--- src/rtl/xm_result_stage.sv ---
`default_nettype none
// +--------------------------------------------------------------------------+
// | xm_result_stage                                                           |
// | Execute-to-memory result buffer: overflow exceptions, branch redirects.   |
// | Revision: 1.0                                                             |
// +--------------------------------------------------------------------------+
module xm_result_stage #(
  parameter int CNT_W = 16
) (
  input  logic              clock,
  input  logic              reset,
  input  logic              in_valid,
  output logic              in_ready,
  input  logic [4:0]        in_opcode,
  input  logic [4:0]        in_aluop,
  input  logic [4:0]        in_rd,
  input  logic [31:0]       in_alu_result,
  input  logic              in_ne,
  input  logic              in_lt,
  input  logic              in_ovf,
  input  logic [31:0]       in_store_data,
  input  logic [31:0]       in_branch_target,
  input  logic              flush,
  output logic              out_valid,
  input  logic              out_ready,
  output logic [31:0]       out_result,
  output logic [4:0]        out_rd,
  output logic              out_we,
  output logic              out_mem_we,
  output logic              out_mem_re,
  output logic [31:0]       out_store_data,
  output logic              redirect,
  output logic [31:0]       redirect_pc,
  output logic [CNT_W-1:0]  ovf_count
);

  localparam logic [4:0] c_op_rtype  = 5'b00000;
  localparam logic [4:0] c_op_addi   = 5'b00101;
  localparam logic [4:0] c_op_bne    = 5'b00010;
  localparam logic [4:0] c_op_blt    = 5'b00110;
  localparam logic [4:0] c_op_sw     = 5'b00111;
  localparam logic [4:0] c_op_lw     = 5'b01000;
  localparam logic [4:0] c_alu_add   = 5'b00000;
  localparam logic [4:0] c_alu_sub   = 5'b00001;
  localparam logic [4:0] c_rd_status = 5'd30;
  localparam logic [CNT_W-1:0] c_cnt_max = '1;
  localparam logic [CNT_W-1:0] c_cnt_one = {{(CNT_W-1){1'b0}}, 1'b1};

  logic        w_capture;
  logic        w_is_rtype;
  logic        w_exc;
  logic        w_taken;
  logic        w_we;
  logic [1:0]  w_code;
  logic [31:0] w_result;
  logic [4:0]  w_rd;

  assign in_ready  = !out_valid || out_ready;
  assign w_capture = in_valid && in_ready && !flush;

  always_comb begin
    w_is_rtype = (in_opcode == c_op_rtype);
    w_code     = 2'd0;
    w_exc      = 1'b0;
    // Only add/addi/sub can raise; ovf from other ALU ops is meaningless here
    if (in_ovf) begin
      if (in_opcode == c_op_addi) begin
        w_exc  = 1'b1;
        w_code = 2'd2;
      end else if (w_is_rtype && in_aluop == c_alu_add) begin
        w_exc  = 1'b1;
        w_code = 2'd1;
      end else if (w_is_rtype && in_aluop == c_alu_sub) begin
        w_exc  = 1'b1;
        w_code = 2'd3;
      end
    end
    w_result = w_exc ? {30'd0, w_code} : in_alu_result;
    w_rd     = w_exc ? c_rd_status : in_rd;
    w_we     = w_exc ||
               ((w_is_rtype || in_opcode == c_op_addi || in_opcode == c_op_lw) &&
                (in_rd != 5'd0));
    w_taken  = (in_opcode == c_op_bne && in_ne) || (in_opcode == c_op_blt && in_lt);
  end

  always_ff @(posedge clock or negedge reset) begin
    if (!reset) begin
      out_valid      <= 1'b0;
      out_result     <= 32'd0;
      out_rd         <= 5'd0;
      out_we         <= 1'b0;
      out_mem_we     <= 1'b0;
      out_mem_re     <= 1'b0;
      out_store_data <= 32'd0;
      redirect       <= 1'b0;
      redirect_pc    <= 32'd0;
      ovf_count      <= '0;
    end else begin
      redirect <= w_capture && w_taken;
      if (w_capture && w_taken) begin
        redirect_pc <= in_branch_target;
      end
      if (flush) begin
        out_valid <= 1'b0;
      end else if (w_capture) begin
        out_valid      <= 1'b1;
        out_result     <= w_result;
        out_rd         <= w_rd;
        out_we         <= w_we;
        out_mem_we     <= (in_opcode == c_op_sw);
        out_mem_re     <= (in_opcode == c_op_lw);
        out_store_data <= in_store_data;
      end else if (out_ready) begin
        out_valid <= 1'b0;
      end
      if (w_capture && w_exc && ovf_count != c_cnt_max) begin
        ovf_count <= ovf_count + c_cnt_one;
      end
    end
  end

endmodule
`default_nettype wire

--- config.mk ---
export PLATFORM = sky130hd
export DESIGN_NAME = xm_result_stage
export DESIGN_NICKNAME = d
export VERILOG_FILES = /design/src/rtl/xm_result_stage.sv
export SDC_FILE = /design/constraint.sdc
export NUM_CORES = 1
export LEC_CHECK = 0
export ABC_AREA = 1
export ABC_CLOCK_PERIOD_IN_PS = 4700
export CORE_UTILIZATION = 46
export CTS_BUF_LIST = sky130_fd_sc_hd__clkbuf_4 sky130_fd_sc_hd__clkbuf_8
export DETAILED_ROUTE_END_ITERATION = 6
export PLACE_DENSITY = 0.88
export SYNTH_ARGS = -nofsm -noshare
export SYNTH_HDL_FRONTEND = slang
export SYNTH_SLANG_ARGS = --single-unit
--- constraint.sdc ---
create_clock -name clock -period 4.7 [get_ports clock]
set_input_delay 1.41 -clock clock [delete_from_list [all_inputs] [get_ports clock]]
set_output_delay 1.41 -clock clock [all_outputs]
set_load 0.01 [all_outputs]
# Word-level counts from Yosys, hierarchy flattened
# Cells that the tools add are included.
word_totals:
  regBits: 122
  input_bits: 119
  out_inout_bits: 123
  word_cells: 54
op_classes:
  n_addsub: 1
  n_eq_ne: 7
  muxes: 13
  bitwise: 1
  reduce_logical: 22
ops:
  columns: ["operator", "n"]
  rows:
  - ["32-bit two-way mux", 1]
  - ["16-bit by 1-bit adder with 16-bit output, second input constant", 1]
  - ["16-bit != test, second input constant", 1]
  - ["5-bit by 3-bit == test with 1-bit output, second input constant", 3]
  - ["1-bit logical AND", 10]
  - ["5-bit zero test", 2]
  - ["2-bit two-way mux", 4]
  - ["1-bit two-way mux", 7]
  - ["5-bit by 1-bit == test with 1-bit output, second input constant", 1]
  - ["5-bit by 2-bit == test with 1-bit output, second input constant", 1]
  - ["5-bit by 4-bit == test with 1-bit output, second input constant", 1]
  - ["1-bit logical OR", 5]
  - ["5-bit two-way mux", 1]
  - ["5-bit nonzero test", 1]
  - ["3-bit nonzero test", 1]
  - ["1-bit zero test", 2]
  - ["2-bit AND reduction", 1]
  - ["1-bit NOT", 1]

# Depth between registers and ports, before layout
logic_depth:
  depth_word: 8
  depth_mapped: 10
  ltp_nobuf: 9

# Worst setup path after synthesis
# No wires, ideal clock.
synth_timing:
  kind: "in2out"
  start: "input out_ready"
  end: "output in_ready"
  arrival_ps: 1720
  path_slack_ps: 1570
  stages: 2
  n_path_buf: 0
  path_cell_list: "nor2_1 inv_1"
synth_via:
  elab_chain_len: 1
synth_lines:
  columns: ["item", "line_no", "rtl"]
  rows:
  - ["start: declaration", "25", "input logic out_ready,"]
  - ["1-bit logical OR", "58", "assign in_ready = !out_valid || out_ready;"]
  - ["end: declaration", "13", "output logic in_ready,"]
# Every way passes these cells.

# Final worst setup path
# Ends and elaborated chain as after synthesis.

==> impl_metrics.yaml <==
cts:
  clk_pin_slew_ns: 0.07
  cts_tree: "built"
  cts_inserted_buffers: 17
  cts_hold_buf: 0
  cts.sinks: 122
  clk_latency_ns: 0.42
  clockBufferDepth: 2
  post-cts-setup-buffers: 0
  post_cts_resized: 0
  cts_max_level: 4
  root_buffer: "clkbuf_8"
placement:
  gp_congestion: 0.817
  io_buffers: 241
  dpl.hpwl_um: 10700
status:
  status: "finished clean"
synthesis:
  syn_nets: 738
  synthArstFlopShare: 1.00
  yosys_warnings: 0
  avgSynthCellArea_sq_um: 8.40
  yosysTopAreaCell: "dfrtp_1"
  synthDistinctLibCells: 27
  synth_area_leaders: "dfrtp_1, nand2_1, o21ai_0"
  synth.cell_area_sq_um: 5190
  synth-seq-area-share: 0.588
  synth.top_cells.by_count: "nand2_1, dfrtp_1, o21ai_0, nor2_1, inv_1"
  synth_edf_count: 0
  ys_seq_elements: 122
  synthCells: 618
  yosys.area.top_type_share: 0.588
  synth_ff_type: "dfrtp_1"
  yosysMostFrequentCell: "nand2_1"
cells_and_area:
  multi_input_area_sq_um: 1940
  drive_gt1_frac: 0.0567
  area_growth_pct: 55.3
  fillCellCount: 753
  nNetsFinal: 972
  ff_latch_area_sq_um: 3050
  diodes: 0
drt:
  drcViolationCount: 0
  drt_wl_total_um: 15000
  via_per_inst: 4.98
  routed-via-count: 4998
  detail_route.iter0.violations: 338
  first_pass_iters: 4
  ant_nets: 0
  wl_per_cell_um: 15.0
critical_path:
  reg2reg_to: "redirect_pc[24]"
  crit_fanout: 2
  critPathArrivalTime_ns: 2.62
  worstRegToRegCells: 8
  cp-end-kind: "output pin"
  regToRegSetupSlack_ns: 2.56
  max_stage_delay_ns: 0.48
  required_ns: 3.29
  cpMostUsedCell: "clkdlybuf4s50_1"
  critPathLaunchType: "input pin"
  r2r_start: "out_valid"
  crit_path_cell_trace: "clkdlybuf4s50_1 > nor2_1 > inv_1 > clkdlybuf4s50_1"
  crit_slowest_cell: "clkdlybuf4s50_1"
  criticalPathCategory: "input pin to output pin"
power:
  irDropWorstVdd_mv: 0.174
  leakagePower_nw: 3.75
  pwr-share-comb: 0.224
  switchingPower_uw: 747
  p_seq_frac: 0.450
  p_clk_frac: 0.326
  power.internal_mw: 2.02
  powerDensity_nw_per_um2: 343
  switching_share: 0.270
job:
  maxCapViolCount: 0
global_routing:
  grt_antenna_before_repair: 0
  grt_overflow: 0
  track_usage: 0.261
  grt_max_degree: 72
  grt_pass1_vias: 4845
  grt_first_pass_wirelength_um: 23500
floorplanning:
  fp.dieW_um: 108
  start_util: 0.475
  core_area_sq_um: 10900
  fp-row-count: 38
  die-area_sq_um: 11700
  dieHeight_um: 108
  num_io_pins: 242
sta:
  worstMarginPinSlew_ns: 1.11
  fin_crit_sh: 0.857
  hold_ws_ns: 0.471
  clock-skew-final_ns: 0.0111
  rsz0062_at_grt: "no"
  report.final.slew_viol_count: 0
  setup_tns_ns: 0
  final_hold_viol_count: 0
  finalSetupViolCount: 0
  fmaxAchievable_mhz: 248
  max_slew_margin: 0.263
  min_period_ns: 4.03
worst_hold_path:
  holdPathEnd: "out_store_data[8]"
  hp-start: "out_store_data[8]"
  hold_depth: 2
  hp-class: "flop to flop"
cell usage in the layout (no fill, tap or decap), types with 3 or more instances in the layout:
cell type        synthesis  layout
clkbuf_8                 0      19
buf_4                    1       3
nor2_2                   4       4
a21oi_1                  6       6
nand2_1                299     299
nor3_1                   3       3
dfrtp_1                122     122
o21ai_1                  7       7
o21ai_0                 59      59
clkinv_2                 0       4
nor2_1                  36      36
xor2_1                   6       6
clkdlybuf4s50_1          0     240
clkinvlp_4               0       6
nand3_1                 13      13
inv_1                   15      15
xnor2_1                  5       5
final cells by class:
type | instances | share of cell area
clock inverters | 12 | 0.0155
well taps | 140 | 0.0217
flip-flops and latches | 122 | 0.379
multi-input cells | 450 | 0.241
repair buffers | 244 | 0.303
inverters | 17 | 0.00791
clock buffers | 19 | 0.0324
worst max path at each step:
stage,from,endpoint,slack [ns]
2_1_floorplan,out_ready,in_ready,1.57
3_3_place_gp,out_ready,in_ready,0.69
3_5_place_dp,out_ready,in_ready,0.67
4_1_cts,out_ready,in_ready,0.67
5_1_grt,out_ready,in_ready,0.63
6_report,out_ready,in_ready,0.67
power by group through the flow:
| stage | logic [mW] | clock network, mW | registers, mW |
|---|---|---|---|
| 3_3_place_gp | 0.611 | 0 | 1.26 |
| 6_report | 0.620 | 0.902 | 1.25 |
| 2_1_floorplan | 0.130 | 0 | 1.32 |
| 4_1_cts | 0.628 | 0.919 | 1.25 |
| 3_5_place_dp | 0.626 | 0 | 1.26 |
| 5_1_grt | 0.675 | 0.965 | 1.26 |
kinds of logic after synthesis:
family          Yosys count  share of synthesized area
xor+xnor                 11                     0.0186
compound gates           73                     0.0708
simple gates            365                      0.282
buf+inv                  46                     0.0386
fa+ha+maj                 1                    0.00241
flops                   122                      0.588
through the flow:
stage               cells  power (mW)  worst slack, ns  area [sq um]   util
CTS                  1004        2.79            0.666          8060  0.737
global route         1004        2.90            0.629          8060  0.737
detailed placement    973        1.89            0.674          7680  0.702
floorplan             618        1.45             1.57          5190      -
global placement      973        1.87            0.687          7680  0.702
finish               1004        2.77            0.673          8060  0.737
critical path, delay by kind of cell:
kind / cells / cell delay (ns)
buffers and inverters: 3 / 0.97
AND/OR/NAND/NOR: 1 / 0.23
state kept, by name (all words and copies together) (netlist names):
register / flops
out_mem_re: 1
out_mem_we: 1
out_rd: 5
out_result: 32
out_store_data: 32
out_valid: 1
out_we: 1
ovf_count: 16
redirect: 1
redirect_pc: 32
layer usage:
layer / track usage / part of all wire
met1: 0.319 / 0.41
met2: 0.444 / 0.50
met3: 0.0729 / 0.078
met5: 0 / 0
met4: 0.0871 / 0.011
Power figures use the tool's default switching activity.
